File: config.mk
export PLATFORM = sky130hd
export DESIGN_NAME = game_flow_ctrl
export DESIGN_NICKNAME = d
export VERILOG_FILES = /design/src/rtl/game_pkg.sv /design/src/rtl/hold_timer.sv /design/src/rtl/game_flow_ctrl.sv
export SDC_FILE = /design/constraint.sdc
export NUM_CORES = 1
export LEC_CHECK = 0
export CAP_MARGIN = 20
export CORE_ASPECT_RATIO = 0.75
export CORE_MARGIN = 2
export CORE_UTILIZATION = 60
export DETAILED_ROUTE_END_ITERATION = 8
export PLACE_DENSITY = 0.87
export SETUP_SLACK_MARGIN = 0.3
export SKIP_LAST_GASP = 1
export SLEW_MARGIN = 20
export SYNTH_ARGS = -nofsm -noshare
export SYNTH_HDL_FRONTEND = slang
export SYNTH_SLANG_ARGS = --single-unit
File: constraint.sdc
create_clock -name clk -period 3.75 [get_ports clk]
set_clock_uncertainty 0.1 [all_clocks]
set_input_delay 0.75 -clock clk [delete_from_list [all_inputs] [get_ports clk]]
set_output_delay 0.75 -clock clk [all_outputs]
set_load 0.01 [all_outputs]
File: src/rtl/game_pkg.sv
// Shared game-flow types: phase encoding and sound-event selectors used by the
// flow controller, the sound block and the renderer.
package game_pkg;

  typedef enum logic [2:0] {
    MENU        = 3'd0,
    PLAYING     = 3'd1,
    DYING       = 3'd2,
    LEVEL_CLEAR = 3'd3,
    GAME_OVER   = 3'd4,
    WIN         = 3'd5
  } state_t;

  typedef enum logic [1:0] {
    UI_PRESS    = 2'd0,
    NEXTLEVEL   = 2'd1,
    CRASH       = 2'd2,
    CELEBRATION = 2'd3
  } sound_t;

endpackage

File: src/rtl/hold_timer.sv
// Down-counting residency timer: load starts a CYCLES-long hold, and done is
// high during the last cycle of that hold.
module hold_timer #(
  parameter int CYCLES = 4
) (
  input  logic clk,
  input  logic reset,
  input  logic load,
  output logic busy,
  output logic done
);

  localparam int CNT_W = (CYCLES > 1) ? $clog2(CYCLES) : 1;

  logic [CNT_W-1:0] count;

  // NOTE: sequential state uses non-blocking assignments so every register
  // samples the pre-edge values of its neighbours.
  always_ff @(posedge clk) begin
    if (reset) begin
      count <= '0;
      busy  <= 1'b0;
    end else if (load) begin
      count <= CNT_W'(CYCLES - 1);
      busy  <= 1'b1;
    end else if (busy) begin
      if (count == '0) busy  <= 1'b0;
      else             count <= count - 1'b1;
    end
  end

  assign done = busy && (count == '0);

endmodule

File: src/rtl/game_flow_ctrl.sv
// Game-flow controller: menu/play/death/level-clear/game-over/win phases, level
// and lives counters, timed holds, and one-cycle sound/round pulses.
module game_flow_ctrl
  import game_pkg::*;
#(
  parameter  int NUM_LEVELS  = 4,
  parameter  int NUM_LIVES   = 3,
  parameter  int HOLD_CYCLES = 25000000,
  localparam int LEVEL_W     = (NUM_LEVELS > 1) ? $clog2(NUM_LEVELS) : 1,
  localparam int LIVES_W     = $clog2(NUM_LIVES + 1)
) (
  input  logic               clk,
  input  logic               reset,
  input  logic [3:0]         dpad_input,
  input  logic               collision,
  input  logic               reached_end,
  output logic [2:0]         state,
  output logic [LEVEL_W-1:0] level,
  output logic [LIVES_W-1:0] lives,
  output logic [1:0]         sound_sel,
  output logic               sound_play,
  output logic               win_pulse,
  output logic               lose_pulse,
  output logic               round_reset
);

  localparam logic [LEVEL_W-1:0] LAST_LEVEL = LEVEL_W'(NUM_LEVELS - 1);
  localparam logic [LIVES_W-1:0] FULL_LIVES = LIVES_W'(NUM_LIVES);

  state_t             state_q, state_nx;
  logic [LEVEL_W-1:0] level_q, level_nx;
  logic [LIVES_W-1:0] lives_q, lives_nx;
  sound_t             sound_q, sound_nx;
  logic               play_nx, win_nx, lose_nx, round_nx;
  logic [3:0]         prev_dpad;
  logic               press;
  logic               timer_load, timer_busy, timer_done, hold_over;

  hold_timer #(.CYCLES(HOLD_CYCLES)) u_hold_timer (
    .clk   (clk),
    .reset (reset),
    .load  (timer_load),
    .busy  (timer_busy),
    .done  (timer_done)
  );

  // prev_dpad resets to all-ones so a button held through reset is not a press.
  assign press     = (dpad_input != 4'h0) && (prev_dpad == 4'h0);
  assign hold_over = timer_done || !timer_busy;

  // NOTE: every variable gets a default before the case so no path leaves one
  // unassigned, which would otherwise infer a latch.
  always_comb begin
    state_nx   = state_q;
    level_nx   = level_q;
    lives_nx   = lives_q;
    sound_nx   = sound_q;
    play_nx    = 1'b0;
    win_nx     = 1'b0;
    lose_nx    = 1'b0;
    round_nx   = 1'b0;
    timer_load = 1'b0;
    unique case (state_q)
      MENU: if (press) begin
        state_nx = PLAYING;
        level_nx = '0;
        lives_nx = FULL_LIVES;
        sound_nx = UI_PRESS;
        play_nx  = 1'b1;
        round_nx = 1'b1;
      end
      PLAYING: if (collision) begin
        state_nx   = DYING;
        lives_nx   = (lives_q != '0) ? lives_q - 1'b1 : '0;
        sound_nx   = CRASH;
        play_nx    = 1'b1;
        lose_nx    = 1'b1;
        timer_load = 1'b1;
      end else if (reached_end) begin
        play_nx = 1'b1;
        if (level_q == LAST_LEVEL) begin
          state_nx = WIN;
          sound_nx = CELEBRATION;
          win_nx   = 1'b1;
        end else begin
          state_nx   = LEVEL_CLEAR;
          level_nx   = level_q + 1'b1;
          sound_nx   = NEXTLEVEL;
          timer_load = 1'b1;
        end
      end
      DYING: if (hold_over) begin
        if (lives_q == '0) begin
          state_nx = GAME_OVER;
        end else begin
          state_nx = PLAYING;
          round_nx = 1'b1;
        end
      end
      LEVEL_CLEAR: if (hold_over) begin
        state_nx = PLAYING;
        round_nx = 1'b1;
      end
      GAME_OVER, WIN: if (press) begin
        state_nx = MENU;
        sound_nx = UI_PRESS;
        play_nx  = 1'b1;
      end
      default: state_nx = MENU;
    endcase
  end

  always_ff @(posedge clk) begin
    if (reset) begin
      state_q     <= MENU;
      level_q     <= '0;
      lives_q     <= FULL_LIVES;
      sound_q     <= UI_PRESS;
      sound_play  <= 1'b0;
      win_pulse   <= 1'b0;
      lose_pulse  <= 1'b0;
      round_reset <= 1'b0;
      prev_dpad   <= 4'hF;
    end else begin
      state_q     <= state_nx;
      level_q     <= level_nx;
      lives_q     <= lives_nx;
      sound_q     <= sound_nx;
      sound_play  <= play_nx;
      win_pulse   <= win_nx;
      lose_pulse  <= lose_nx;
      round_reset <= round_nx;
      prev_dpad   <= dpad_input;
    end
  end

  assign state     = state_q;
  assign level     = level_q;
  assign lives     = lives_q;
  assign sound_sel = sound_q;

endmodule

==> reports/results.ini, run 1 <==
[outcome]
outcome = finished, final reports clean

[synth]
avgSynthCellArea_um2 = 9.05
synth_edf_count = 0
synthArstFlopShare_pct = 0
syn_nets = 248
netlist_area_mm2 = 0.00215
synth_top_cell_by_area = dfxtp_1
ys_dominant_reg_cell = dfxtp_1
ys_warn_count = 0
synth_cell_types = 63
synth_top_area_share_pct = 40.0
seq_area_frac_synth_pct = 40.0
synthesis.instances = 238
yosys-top-cells-area = dfxtp_1 (40%), a21oi_1 (4.6%), nor2_1 (3.7%)
yosys_register_bits = 43

[clock_network]
clock_latency_ps = 300
cts-hold-fix-buffers = 0
cts_tree = done
cts-root-buf = clkbuf_8
cts.sinks = 43
cts_setup_buffers = 0
h-tree-depth = 2
numCtsBuffers = 5
clk_path_buf_depth = 2
clkTransAtPathRegs_ps = 80
cts_resized = 0

[sta]
worst_slack_ps = 1100
report.final.slew_viol_count = 0
final.setup.tns_ps = 0
setup_viol = 0
period_needed_ps = 2650
max-slew-margin-rel_pct = 53.4
finalCritPeriodShare_pct = 70.6
final_hold_viol_count = 0
fmax_ghz = 0.377
worst_pin_slew_ps = 694
grt_setup_unrepaired = false

[placed_design]
gp_congestion = 0.877
hpwl_um = 3320
dp_worst_setup_slack_ps = 838
placed_cell_area_mm2 = 0.00238
numPortBuffers = 20

[cells_and_area]
layout_common_cells = dfxtp_1 (43), nor2_1 (21), a21oi_1 (20), clkdlybuf4s50_1 (20), nand2_1 (14)
n_fill_cell = 248
final_common_cell = dfxtp_1
design_area_mm2 = 0.00250
drive_gt1_share_pct = 14.7
syn2layout_area_growth_pct = 16.0
final_util_pct = 74.4
nNetsFinal = 268
antenna_cells = 0

[worst_setup_path]
crit_path_end = state[2]$_SDFFE_PP0P_
worst_path_max_delay_cell = a211oi_1
worstReg2RegStart = u_hold_timer.count[20]$_SDFFE_PP0P_
r2r_slack_ps = 1530
critical_path_arrival_ps = 2750
crit_chain = clkdlybuf4s50_1 -> nor4_1 -> nor2_1 -> a211oi_1 -> a21oi_1 -> a31o_2
path_max_fanout = 5
required_ps = 3850
critPathKind = in2reg
critPathMaxStageDelay_ps = 630
critPathLaunch = dpad_input[1]
critPathCaptureType = register
r2r_cells = 5
r2r-end = u_hold_timer.count[1]$_SDFFE_PP0P_
worst_setup_path_start_kind = input pin

[drt]
vias = 1903
antenna_left = 0
first_pass_iters = 5
viasPerCell = 6.36
wire_per_inst_um = 16.3
dr.max_layer_used = met4
wl_met3_um = 282
route.met2.wl_um = 2110
finalWirelength_um = 4860
wl_met1_um = 2400
drt-initial-drc-count = 158
post-route-drc-count = 0

[floorplanning]
die_area_mm2 = 0.00409
core_mm2 = 0.00336
rows = 18
io_pins = 21
die_w_um = 73.2
start_util_pct = 64.2
die_y_um = 55.9

[global_route]
grt_usage_pct = 25.9
overflow = 0
grt_pass1_vias = 1747
grt_pass1_wl_um = 8250
grt_max_degree = 23
antenna_found_initial = 0

[pwr]
powerDensity_mw_per_mm2 = 380
vdd_drop_max_v = 0.000255
leakage_nw = 0.879

[flow_run]
max_cap_viol_count = 0

[worst_hold_path]
min-delay-path-class = reg2reg

Yosys cell counts, types with 2 or more instances:
cell,n
o311ai_0,3
o21a_1,2
nor3b_1,3
nor2_1,21
xor2_1,8
nor3_2,3
mux2i_1,3
o41ai_1,3
or3_1,3
or4_1,4
nand2_1,14
a211oi_1,2
ha_1,2
a31o_2,2
nor2b_1,2
o31ai_1,2
nand2b_1,4
a21oi_1,20
dfxtp_1,43
o211ai_1,4
inv_1,3
nand3_1,5
or2_2,6
xnor2_1,4
o21ai_0,7
and3_1,3
nand3b_1,2
nor4_1,3
nand4b_1,2
nor3_1,11
clkbuf_1,6
nand4_1,2
a31oi_1,4
nor4b_1,3
report_power, final:
part           switching (mW)  internal (mW)  leakage, nW
clock network           0.168          0.216       0.0612
registers             0.00763          0.464        0.348
logic                  0.0595         0.0351        0.470
total                   0.235          0.715        0.879
cells by family after synthesis:
| logic type | synth area share, % |
|---|---|
| AOI/OAI and AO/OA | 19.1 |
| buffers and inverters | 2.32 |
| muxes | 1.92 |
| and+or+nand+nor | 30.7 |
| DFF | 40.0 |
| adders and majority gates | 1.16 |
| xor gates and xnor gates | 4.88 |
through the flow:
step	hold WS, ps	instances	total power, mW
5_1_grt	409	299	0.979
3_3_place_gp	364	291	0.572
3_5_place_dp	377	291	0.574
2_1_floorplan	382	238	0.548
6_report	385	299	0.949
4_1_cts	392	299	0.949
final cells by class:
cell class | count | area, um2 | area share (%)
multi-input combinational | 183 | 1240 | 49.7
clock inverter | 2 | 35.0 | 1.40
inverter | 3 | 11.3 | 0.451
clock buffer | 6 | 82.6 | 3.31
timing repair buffer | 22 | 215 | 8.62
tap | 40 | 50.0 | 2.00
sequential | 43 | 861 | 34.5
worst min path at each step:
stage	start	endpoint	depth (start not counted)
3_5_place_dp	sound_sel[1]$_SDFFE_PP0P_	sound_sel[1]$_SDFFE_PP0P_	2
5_1_grt	level[1]$_SDFFE_PP0P_	level[1]$_SDFFE_PP0P_	2
4_1_cts	level[1]$_SDFFE_PP0P_	level[1]$_SDFFE_PP0P_	2
6_report	level[1]$_SDFFE_PP0P_	level[1]$_SDFFE_PP0P_	2
2_1_floorplan	u_hold_timer.count[24]$_SDFFE_PP0P_	u_hold_timer.count[24]$_SDFFE_PP0P_	2
3_3_place_gp	level[1]$_SDFFE_PP0P_	level[1]$_SDFFE_PP0P_	2
registers in the layout, summed over array words and instances (netlist names):
name / flops
level: 2
lives: 2
lose_pulse: 1
prev_dpad: 4
round_reset: 1
sound_play: 1
sound_sel: 2
state: 3
u_hold_timer.busy: 1
u_hold_timer.count: 25
win_pulse: 1
metal layers:
metal | vias up | track usage (%)
li1 | 930 | -
met1 | 909 | 38.6
met2 | 57 | 36.3
met3 | 7 | 5.62
met4 | 0 | 9.26
met5 | - | 0
critical path, delay by kind of cell:
kind	cells	cell delay [ps]
buffers and inverters	1	410
AND/OR/NAND/NOR	2	520
AO/OA/AOI/OAI	3	1060
Power figures use the tool's default switching activity.
==> inputs of run 2 (changes only) <==
Settings changed: CORE_UTILIZATION 60 to 56, PLACE_DENSITY 0.87 to 0.82.
Clock period 3.75 ns to 2.6 ns, I/O delays scaled along.
==> reports/results.ini, run 2 (same netlist as run 1, synthesis figures left out) <==
[worst_setup_path]
critPathMaxStageDelay_ps = 630  ; about the same
path_delay_family = buffers and inverters
r2r_slack_ps = 480  ; -1050 ps
required_ps = 1980  ; -1870 ps
critPathKind = reg2out
critical_path_arrival_ps = 1520  ; -1230 ps
crit_chain = clkdlybuf4s50_1
critPathCaptureType = output port
path_max_fanout = 14  ; +9
worst_path_max_delay_cell = clkdlybuf4s50_1
critical_path_buf_inv_count = 1  ; unchanged
worst_setup_path_start_kind = register

[floorplanning]
die_w_um = 75.6  ; +3.3%
io_pins = 21  ; unchanged
core_mm2 = 0.00368  ; +9.8%
die_area_mm2 = 0.00436  ; +6.7%
die_y_um = 57.7  ; +3.3%
start_util_pct = 58.4  ; -5.7 points
rows = 19  ; +1

[sta]
fin_hold_ws_ps = 398  ; +12.2 ps
setup_viol = 0  ; unchanged
grt_setup_unrepaired = false
fmax_ghz = 0.466
finalCritPeriodShare_pct = 82.5
max-slew-margin-rel_pct = 68.5  ; +15 points
period_needed_ps = 2140
report.final.slew_viol_count = 0  ; unchanged
worst_pin_slew_ps = 466  ; -228 ps
final.setup.tns_ps = 0  ; unchanged
final_hold_viol_count = 0  ; unchanged

[drt]
finalWirelength_um = 4720  ; -2.9%
wire_per_inst_um = 15.0  ; -7.8%
antenna_left = 0  ; unchanged
drt-initial-drc-count = 183  ; +16%
vias = 1892  ; -0.58%
post-route-drc-count = 0  ; unchanged
first_pass_iters = 4  ; -1
viasPerCell = 6.01  ; -5.6%

[cells_and_area]
final_common_cell = dfxtp_1
design_area_mm2 = 0.00255  ; +2.1%
n_fill_cell = 296  ; +19%
largest_register_ffs = 25  ; unchanged
multi_input_area_mm2 = 0.00126  ; +1.7%
layout_common_cells = dfxtp_1 (43), nor2_1 (21), a21oi_1 (20), clkdlybuf4s50_1 (20), nand2_1 (14)
final-seq-area_um2 = 861  ; unchanged
syn2layout_area_growth_pct = 18.4
antenna_cells = 0  ; unchanged
nNetsFinal = 272  ; +1.5%
drive_gt1_share_pct = 16.3  ; +1.7 points
regMostFlops = u_hold_timer.count

[pwr]
switching_power_mw = 0.323  ; +38%
p_int_mw = 0.966  ; +35%
finalPower_mw = 1.29  ; +36%
switching_share_pct = 25.1  ; +0.33 points
sequentialPowerShare_pct = 52.8  ; +3.1 points
vdd_drop_max_v = 0.000310  ; +22%
clkPwrFrac_pct = 36.3  ; -4.1 points
comb_power_share_pct = 10.9  ; +0.9 points
powerDensity_mw_per_mm2 = 506  ; +33%
leakage_nw = 0.899  ; +2.3%

[placed_design]
placed_cell_area_mm2 = 0.00242  ; +1.9%
hpwl_um = 3370  ; +1.6%
numPortBuffers = 20  ; unchanged
gp_congestion = 0.819  ; -6.6%

[clock_network]
cts_setup_buffers = 0  ; unchanged
h-tree-depth = 2  ; unchanged
cts_tree = done
cts.sinks = 43  ; unchanged
numCtsBuffers = 5  ; unchanged
clkTransAtPathRegs_ps = 80  ; about the same
cts-root-buf = clkbuf_8
clock_latency_ps = 290  ; about the same
clk_path_buf_depth = 2  ; unchanged

[global_route]
grt_usage_pct = 23.4  ; -2.5 points
overflow = 0  ; unchanged
grt_pass1_wl_um = 7860  ; -4.7%
grt_max_degree = 16  ; -30%
antenna_found_initial = 0  ; unchanged
grt_pass1_vias = 1683  ; -3.7%

[worst_hold_path]
min-delay-path-class = reg2reg

[outcome]
outcome = finished, final reports clean

[flow_run]
max_cap_viol_count = 0  ; unchanged

==> run 2: cell count changes in the layout (fill, tap and decap cells not counted), sizes merged <==
cell	before	now
bufinv	1	0
clkinv	1	0
clkinvlp	0	1
clkbuf	6	7
buf	2	6
==> run 2: repair_timing <==
action / 4_1_cts / 5_1_grt
hold buffers: 0 / 0
endpoints found under the setup margin: 0 / 4
gates resized for setup: 0 / 4
==> run 2: final cells by class <==
| cell class | instances | area share [%] |
|---|---|---|
| well taps | 52 | 2.55 |
| clock buffers | 7 | 3.78 |
| multi-input cells | 183 | 49.6 |
| inverters | 3 | 0.442 |
| clock inverters | 1 | 0.294 |
| flip-flops and latches | 43 | 33.8 |
| repair buffers | 26 | 9.62 |
==> run 2: final timing paths <==
path / cells after the start / to / from
worst max-delay path: 1 / state[0] / state[0]$_SDFFE_PP0P_
worst min-delay path: 2 / level[1]$_SDFFE_PP0P_ / level[1]$_SDFFE_PP0P_
worst max register to register: 5 / u_hold_timer.count[1]$_SDFFE_PP0P_ / u_hold_timer.count[8]$_SDFFE_PP0P_
worst min register to register: 2 / level[1]$_SDFFE_PP0P_ / level[1]$_SDFFE_PP0P_
==> run 2: stage by stage <==
stage          cells  worst slack, ps  util (%)
3_3_place_gp     307              270      65.8
3_5_place_dp     307              212      65.8
2_1_floorplan    238              650         -
6_report         315              456      69.2
5_1_grt          315              308      69.2
4_1_cts          315              391      68.6
==> run 2: power by group through the flow <==
| stage | combinational (mW) | clock [mW] | sequential (mW) |
|---|---|---|---|
| 3_3_place_gp | 0.135 | 0 | 0.695 |
| 3_5_place_dp | 0.137 | 0 | 0.695 |
| 2_1_floorplan | 0.0980 | 0 | 0.693 |
| 5_1_grt | 0.154 | 0.505 | 0.683 |
| 4_1_cts | 0.138 | 0.478 | 0.680 |
| 6_report | 0.140 | 0.469 | 0.681 |
==> run 2: per-layer routing <==
layer / vias up / GRT usage [%] / routed length (um) / share of wire (%)
met5: - / 0 / 0 / 0
met4: 0 / 6.27 / 32 / 0.68
met3: 4 / 5.74 / 234 / 5.0
met2: 39 / 33.0 / 2060 / 44
met1: 903 / 35.5 / 2390 / 51
li1: 946 / - / - / -
==> inputs of run 3 (changes only) <==
Settings changed: CORE_UTILIZATION 56 to 51, PLACE_DENSITY 0.82 to 0.79.
Clock period 2.6 ns to 1.83 ns, I/O delays scaled along.
==> reports/results.ini, run 3 (same netlist as run 1, synthesis figures left out) <==
[sta]
final.setup.tns_ps = -1820  ; -1820 ps
worst_pin_slew_ps = 424  ; -41.9 ps
setup_viol = 25  ; +25
report.final.slew_viol_count = 0  ; unchanged
worst_slack_ps = -159  ; -614 ps
final_hold_viol_count = 0  ; unchanged
fmax_ghz = 0.503
period_needed_ps = 1990
finalCritPeriodShare_pct = 109
grt_setup_unrepaired = true
max-slew-margin-rel_pct = 71.5  ; +2.9 points

[cells_and_area]
antenna_cells = 0  ; unchanged
largest_register_ffs = 25  ; unchanged
syn2layout_area_growth_pct = 66.3
layout_common_cells = buf_4 (56), dfxtp_1 (22), dfxtp_2 (19), nor2_1 (18), dlygate4sd2_1 (17)
regMostFlops = u_hold_timer.count
final_common_cell = buf_4
final_util_pct = 88.3  ; +19 points
nNetsFinal = 341  ; +25%
drive_gt1_share_pct = 53.3  ; +37 points

[worst_hold_path]
min-delay-path-class = in2reg
holdPathEnd = prev_dpad[1]$_SDFF_PP1_
hold_path.startpoint = dpad_input[1]
hold_depth = 2  ; unchanged

[worst_setup_path]
path_max_fanout = 8  ; -6
critical_path_buf_inv_count = 2  ; +1
worstReg2RegStart = u_hold_timer.count[15]$_SDFFE_PP0P_
critPathCaptureType = register
r2r_cells = 7  ; +2
path_delay_family = simple AND/OR/NAND/NOR gates
critPathKind = reg2reg
critical_path_arrival_ps = 2100  ; +580 ps
crit_chain = nor4_4 -> buf_4 -> nand4_2 -> or2_1 -> buf_6 -> a21oi_4 -> mux2i_1
critPathMaxStageDelay_ps = 350  ; -280 ps
r2r_slack_ps = -160  ; -640 ps
worst_path_max_delay_cell = dfxtp_2
critPathLaunch = u_hold_timer.count[15]$_SDFFE_PP0P_
r2r-end = state[0]$_SDFFE_PP0P_
required_ps = 1940  ; -40 ps
worst_setup_path_start_kind = register

[floorplanning]
die_w_um = 79.0  ; +4.5%
io_pins = 21  ; unchanged
start_util_pct = 53.1  ; -5.3 points
die_y_um = 60.3  ; +4.5%
core_mm2 = 0.00405  ; +10%
die_area_mm2 = 0.00476  ; +9.2%
rows = 20  ; +1

[pwr]
vdd_drop_max_v = 0.000705  ; +130%
leakage_nw = 1.44  ; +60%
finalPower_mw = 2.13  ; +65%
powerDensity_mw_per_mm2 = 595  ; +18%

[global_route]
grt_usage_pct = 32.6  ; +9.2 points
antenna_found_initial = 0  ; unchanged
grt_pass1_vias = 2452  ; +46%
overflow = 0  ; unchanged
grt_pass1_wl_um = 11800  ; +50%
grt_max_degree = 21  ; +5

[flow_run]
max_cap_viol_count = 0  ; unchanged

[clock_network]
cts.sinks = 43  ; unchanged
h-tree-depth = 2  ; unchanged
cts_tree = done
clk_path_buf_depth = 2  ; unchanged
numCtsBuffers = 5  ; unchanged
clkTransAtPathRegs_ps = 80  ; about the same
clock_latency_ps = 300  ; about the same
cts-root-buf = clkbuf_8

[drt]
first_pass_iters = 5  ; +1
viasPerCell = 6.55  ; +9.1%
wire_per_inst_um = 22.4  ; +50%
antenna_left = 0  ; unchanged
finalWirelength_um = 8690  ; +84%
post-route-drc-count = 0  ; unchanged
drt-initial-drc-count = 247  ; +35%
vias = 2536  ; +34%

[outcome]
violations = setup timing
outcome = finished, violations left

[placed_design]
hpwl_um = 4080  ; +21%
numPortBuffers = 20  ; unchanged
gp_congestion = 0.915  ; +12%

## run 3: cell types whose count changed in the layout (fill, tap and decap cells not counted), moves of 4 or more
cell,delta
buf_4,+50
dfxtp_1,-21
dfxtp_2,+19
clkdlybuf4s50_1,-18
dlygate4sd2_1,+17
buf_6,+15
a21oi_1,-5
nor3_1,-5
o21ai_0,-5
nor3_4,+4
or4_1,-4
or4_4,+4
## run 3: layout make-up
| type | instances | area, um2 |
|---|---|---|
| Multi-Input combinational cell | 184 | 1670 |
| Sequential cell | 43 | 892 |
| Timing Repair Buffer | 94 | 838 |
| Fill cell | 160 | 473 |
| Clock buffer | 8 | 100 |
| Tap cell | 55 | 68.8 |
| Inverter | 3 | 11.3 |
## run 3: power by group
group | internal, mW | switching, mW | total (mW)
sequential | 0.949 | 0.0150 | 0.964
combinational | 0.233 | 0.252 | 0.485
clock | 0.345 | 0.338 | 0.683
## run 3: timing repair
action | 4_1_cts | 5_1_grt
pin swaps | 39 | 37
setup endpoints to repair | 50 | 37
buffers inserted | 14 | 3
hold buffers | 0 | 0
resized for setup | 72 | 37
cloned | 2 | 0
## run 3: through the flow
| stage | instances | area [um2] | hold slack, ps | setup WS, ps |
|---|---|---|---|---|
| floorplan | 238 | 2280 | 373 | -26.5 |
| global placement | 360 | 2950 | 367 | -188 |
| detailed placement | 360 | 2950 | 366 | -267 |
| CTS | 384 | 3390 | 376 | -48.3 |
| global route | 387 | 3580 | 365 | -215 |
| finish | 387 | 3580 | 369 | -159 |
## run 3: per-layer routing
layer,part of all wire (%),track usage [%]
met4,4.1,15.0
met3,7.6,7.40
met2,46,53.1
met5,0,0
met1,42,41.8
## run 3: worst max-delay path by stage
stage                                                     to  slack (ps)  cells after the start
after detailed placement           sound_sel[1]$_SDFFE_PP0P_        -270                      7
after floorplan           u_hold_timer.count[1]$_SDFFE_PP0P_         -30                      5
after CTS                 u_hold_timer.count[0]$_SDFFE_PP0P_         -50                      8
after global placement             sound_sel[0]$_SDFFE_PP0P_        -190                      7
final                                  state[0]$_SDFFE_PP0P_        -160                      7
after global routing                   state[0]$_SDFFE_PP0P_        -220                      7
## run 3: worst register-to-register path, cell delays in order (launching register included)
cell and delay (ps):
dfxtp_2 350, nor4_4 280, buf_4 190, nand4_2 130, or2_1 260, buf_6 160, a21oi_4 150, mux2i_1 270
